## src/rtl/ram_copy_engine.sv

```systemverilog
// Memory-side block copy / block fill sequencer for a two-port RAM.
// Port 0 only reads, port 1 only writes, so one word moves per clock.
module ram_copy_engine #(
    parameter int mem_width  = 12,
    parameter int addr_width = 12,
    parameter int RD_LAT     = 1
) (
    input  logic                      clk,
    input  logic                      reset,
    input  logic                      start,
    input  logic                      mode,
    input  logic [addr_width-1:0]     src,
    input  logic [addr_width-1:0]     dst,
    input  logic [addr_width:0]       len,
    input  logic [mem_width-1:0]      pattern,
    output logic [2*addr_width-1:0]   ram_address,
    output logic [2*mem_width-1:0]    ram_datain,
    output logic [1:0]                ram_mem_write,
    input  logic [2*mem_width-1:0]    ram_dataout,
    output logic                      busy,
    output logic                      done,
    output logic [addr_width:0]       words_done
);

    typedef enum logic [1:0] {S_IDLE, S_RUN, S_DRAIN, S_DONE} state_t;

    localparam logic [addr_width:0] LAT_M1 = (addr_width+1)'(RD_LAT - 1);

    state_t                  r_state, w_next;
    logic                    r_mode;
    logic [addr_width-1:0]   r_src, r_dst;
    logic [addr_width:0]     r_len, r_cnt, r_words;
    logic [mem_width-1:0]    r_pattern;
    logic [RD_LAT-1:0]       r_vld;

    logic                    w_rd, w_wr, w_wr_copy, w_wr_fill;
    logic [mem_width-1:0]    w_wdata;
    logic [addr_width-1:0]   w_rd_addr, w_wr_addr;
    logic                    w_unused;

    // Upper read half belongs to the write port and is never consumed.
    assign w_unused = ^ram_dataout[2*mem_width-1:mem_width];

    always_comb begin
        w_next = r_state;
        case (r_state)
            S_IDLE:  if (start) w_next = (len == '0) ? S_DONE : S_RUN;
            S_RUN:   if (r_cnt == r_len - 1'b1) w_next = r_mode ? S_DONE : S_DRAIN;
            S_DRAIN: if (r_cnt == LAT_M1) w_next = S_DONE;
            S_DONE:  w_next = S_IDLE;
            default: w_next = S_IDLE;
        endcase
    end

    always_ff @(posedge clk or negedge reset) begin
        if (!reset) begin
            r_state   <= S_IDLE;
            r_mode    <= 1'b0;
            r_src     <= '0;
            r_dst     <= '0;
            r_len     <= '0;
            r_cnt     <= '0;
            r_words   <= '0;
            r_pattern <= '0;
            r_vld     <= '0;
        end else begin
            r_state <= w_next;
            r_vld   <= RD_LAT'({r_vld, w_rd});
            if (w_wr) r_words <= r_words + 1'b1;
            case (r_state)
                S_IDLE: if (start) begin
                    r_mode    <= mode;
                    r_src     <= src;
                    r_dst     <= dst;
                    r_len     <= len;
                    r_pattern <= pattern;
                    r_cnt     <= '0;
                    r_words   <= '0;
                end
                S_RUN:   r_cnt <= (w_next == S_RUN) ? r_cnt + 1'b1 : '0;
                S_DRAIN: r_cnt <= r_cnt + 1'b1;
                default: ;
            endcase
        end
    end

    // Writes retire strictly in order, so the write offset is the write count.
    assign w_rd      = (r_state == S_RUN) && !r_mode;
    assign w_wr_fill = (r_state == S_RUN) && r_mode;
    assign w_wr_copy = r_vld[RD_LAT-1];
    assign w_wr      = w_wr_fill || w_wr_copy;
    assign w_rd_addr = w_rd ? r_src + r_cnt[addr_width-1:0] : '0;
    assign w_wr_addr = w_wr ? r_dst + r_words[addr_width-1:0] : '0;

    always_comb begin
        w_wdata = '0;
        if (w_wr_fill)      w_wdata = r_pattern;
        else if (w_wr_copy) w_wdata = ram_dataout[mem_width-1:0];
    end

    assign ram_address   = {w_wr_addr, w_rd_addr};
    assign ram_datain    = {w_wdata, {mem_width{1'b0}}};
    assign ram_mem_write = {w_wr, 1'b0};
    assign busy          = (r_state == S_RUN) || (r_state == S_DRAIN);
    assign done          = (r_state == S_DONE);
    assign words_done    = r_words;

endmodule

```

## config.mk

```make
export PLATFORM = sky130hd
export DESIGN_NAME = ram_copy_engine
export DESIGN_NICKNAME = d
export VERILOG_FILES = /design/src/rtl/ram_copy_engine.sv
export SDC_FILE = /design/constraint.sdc
export NUM_CORES = 1
export LEC_CHECK = 0
export BUFFER_PORTS_ARGS = -buffer_cell sky130_fd_sc_hd__buf_2
export CORE_MARGIN = 2
export CORE_UTILIZATION = 40
export CTS_CLUSTER_DIAMETER = 200
export DETAILED_ROUTE_END_ITERATION = 16
export PLACE_DENSITY_LB_ADDON = 0.2
export SYNTH_ARGS = -nofsm -noshare
export SYNTH_HDL_FRONTEND = slang
export SYNTH_SLANG_ARGS = --single-unit
```

## constraint.sdc

```tcl
create_clock -name clk -period 5 [get_ports clk]
set_clock_uncertainty 0.2 [all_clocks]
set_input_delay 0.5 -clock clk [delete_from_list [all_inputs] [get_ports clk]]
set_output_delay 0.5 -clock clk [all_outputs]
set_load 0.01 [all_outputs]
```

==> run metrics <==
Yosys warnings=0; Via density=4.92; Worst IR Drop VDD=0.000317 V; I/O Buffers=116; fmax=271 MHz; starting density of the core=0.407; clk_lat worst skew=0.34 ns; largest net degree at the start of global routing=80; Post-synth EDFFs=0; num ports=142; max-cap check violation count=0; Worst-path clk slew=0.06 ns; Design Power=3.15 mW; startpoint type of the worst setup path=register; critical path class=reg -> reg; P_leak=3.16 nW; final hold violation count=0; DR pass1 iterations=5; Pint=1.78 mW; CTS tree=built; via count=4502; post-DR wirelength/cell=13.6 µm; asr flop ratio synth=1.00; DRC viols=0; sequential cell area=0.00198 mm²; final setup violation count=0; Synth Cell Area=0.00509 mm²; Hold Buf Count CTS=0; number of global-route vias before repair=4245; Sw Pwr=1.37 mW; crit path cell chain=or4_1 > or3_1 > o211a_1 > nor4_1 > nand4_1 > o311a_1 > a32oi_2 > and2_2 > nor2_1; NumNets Final=849; antenna viol nets, final=0; Post-DP Area=0.00575 mm²; Max Slew Vio Count=0; post-route cell area=0.00602 mm²; status=finished, final reports clean; crit path buf inv count=0; setup TNS=0 ns; Post-synth top flop=dfrtp_1; Synth cell types=50; Die ar.=0.0136 mm²; Seq pwr share=0.341; area grow syn2layout=18.2%; origin of the critical flop-to-flop path=r_len[3]$_DFFE_PN0P_; multi-input logic area=0.00287 mm²; dpl hpwl=9.20 mm; worst hold path class=in -> async; Combinational Power Share=0.472; DIE WIDTH=117 µm; Slew HR=0.199; CP Max Fanout=10; pre-CTS setup slack=1.35 ns; Sw Ratio=0.434; number of fill cells=1266; Worst EP required=5.02 ns; GP Congestion=0.862; Worst path max stage delay=0.69 ns; worst reg2reg setup slack=1.31 ns; Clock Sinks=79; Core Footprint=0.0125 mm²; total CTS buffers=9; Crit path max-delay family=simple AND/OR/NAND/NOR gates; FP Rows=41; share of layout cells above drive strength 1=0.191; clock network fraction of total power=0.187; Antenna Cells=0; initial antenna violation count=0; cells on worst reg2reg path=9; post-synthesis instance total=634; GR Util All Layers=0.190; total congestion overflow=0; root buffer cell=clkbuf_16; Longest Clk Path Bufs=2; PnR worst setup slack=1.31 ns; minimum clock period after layout=3.69 ns; RSZ-0062 raised after global routing=no; part of the cycle the worst path needs=0.739; FF+latch count, synth=79; WHS=0.130 ns; Pwr per Cell Area=524 mW/mm²; Worst Setup End Kind=register; Mean Syn Cell Area=8.03 µm²; post-CTS sizing=0; H-tree lvl count=3; Total Wirelength=12.4 mm; 1st-iter DRT viols=193; crit path DAT=3.71 ns; register area share after synthesis=0.388; Post-CTS Setup Inserts=0; capturing point of the worst reg2reg path=r_cnt[10]$_DFFE_PN0P_; first-pass GRT wire length=20.4 mm; Die Ht=117 µm; Least-Margin Pin Slew=1.19 ns; slowest CP cell=or4_1
==> worst max path at each step <==
| stage | from | to | slack [ns] | cells past startpoint |
|---|---|---|---|---|
| global route | r_cnt[0]$_DFFE_PN0P_ | ram_address[10] | 0.99 | 12 |
| finish | r_len[3]$_DFFE_PN0P_ | r_cnt[10]$_DFFE_PN0P_ | 1.31 | 9 |
| floorplan | r_len[3]$_DFFE_PN0P_ | r_cnt[5]$_DFFE_PN0P_ | 1.77 | 11 |
| global placement | r_len[3]$_DFFE_PN0P_ | r_cnt[11]$_DFFE_PN0P_ | 1.43 | 9 |
| detailed placement | r_len[3]$_DFFE_PN0P_ | r_cnt[10]$_DFFE_PN0P_ | 1.35 | 9 |
| CTS | r_cnt[0]$_DFFE_PN0P_ | ram_address[10] | 1.26 | 12 |
==> stage by stage <==
stage,instances,utilization
after floorplan,646,-
after global placement,899,0.459
after detailed placement,899,0.459
after CTS,915,0.481
after global routing,915,0.481
final,915,0.481
==> cell families (layout without fill, tap and decap cells) <==
family                     count (synthesis)  in the layout  share of synthesized area
AOI/OAI and AO/OA                         87             87                      0.105
xor gates and xnor gates                  53             53                     0.0912
adders and majority gates                 34             34                     0.0865
buffers and inverters                     61            158                     0.0573
DFF                                       79             79                      0.388
muxes                                      1              1                    0.00197
other                                      1             13                   0.000737
and+or+nand+nor                          318            318                      0.269
==> worst reg2reg max path, cell delays in order (launching register included) <==
cell     delay, ns
dfrtp_1       0.46
or4_1         0.69
or3_1         0.35
o211a_1       0.23
nor4_1        0.28
nand4_1       0.25
o311a_1       0.41
a32oi_2       0.29
and2_2        0.32
nor2_1        0.08
==> routing by layer <==
metal,track usage,vias up,share of wire
met4,0.0800,0,0.016
li1,-,2268,-
met2,0.299,127,0.45
met1,0.263,2095,0.49
met5,0,-,0
met3,0.0294,12,0.048
==> synth_stat cells, drive strengths merged, types with 3 or more instances <==
master  number  area (µm²)
inv         22        82.6
and3         8        51.3
ha          32         400
xor2        27         236
or4          3        22.5
nand2      191         717
nor2b        4        25.0
buf         18         130
nor3        13        65.1
nand3       10        50.1
or3          3        18.8
xnor2       26         228
o21bai       8        60.1
nor2        55         206
nand4        8        50.1
o22ai        4        25.0
and2         9        57.6
dfrtp       79        1980
clkbuf      20        75.1
a21o         9        68.8
a21oi       19        95.1
o31ai        3        22.5
o21ai       33         165
nor4         5        31.3
==> state kept, by name, summed over array words and instances, names as in the netlist, 2 cells and up <==
name,count
r_cnt,13
r_len,13
words_done,13
r_dst,12
r_pattern,12
r_src,12
r_state,2
==> area by class of cell <==
| class | count | share of cell area |
|---|---|---|
| clock inverter | 7 | 0.00666 |
| sequential | 79 | 0.329 |
| clock buffer | 9 | 0.0374 |
| inverter | 23 | 0.0144 |
| tap | 172 | 0.0358 |
| multi-input combinational | 506 | 0.476 |
| timing repair buffer | 119 | 0.101 |
==> placed cells by master (no fill, tap or decap), drive strengths merged, types with 4 or more instances in the layout <==
cell type    n
conb        13
xor2        27
nand2      191
nand3       10
ha          32
buf        119
clkbuf       9
and3         8
inv         22
a21o         9
xnor2       26
dfrtp       79
a21oi       19
nor2        55
nor2b        4
o22ai        4
nor4         5
nor3        13
o21ai       33
o21bai       8
clkinv       6
and2         9
nand4        8
==> power by group through the flow <==
stage | sequential, mW | combinational (mW) | clock [mW]
2_1_floorplan | 1.01 | 1.13 | 0
3_3_place_gp | 1.07 | 1.45 | 0
3_5_place_dp | 1.08 | 1.49 | 0
4_1_cts | 1.07 | 1.50 | 0.615
5_1_grt | 1.11 | 1.71 | 0.645
6_report | 1.07 | 1.49 | 0.590
(Power assumes the default switching activity.)
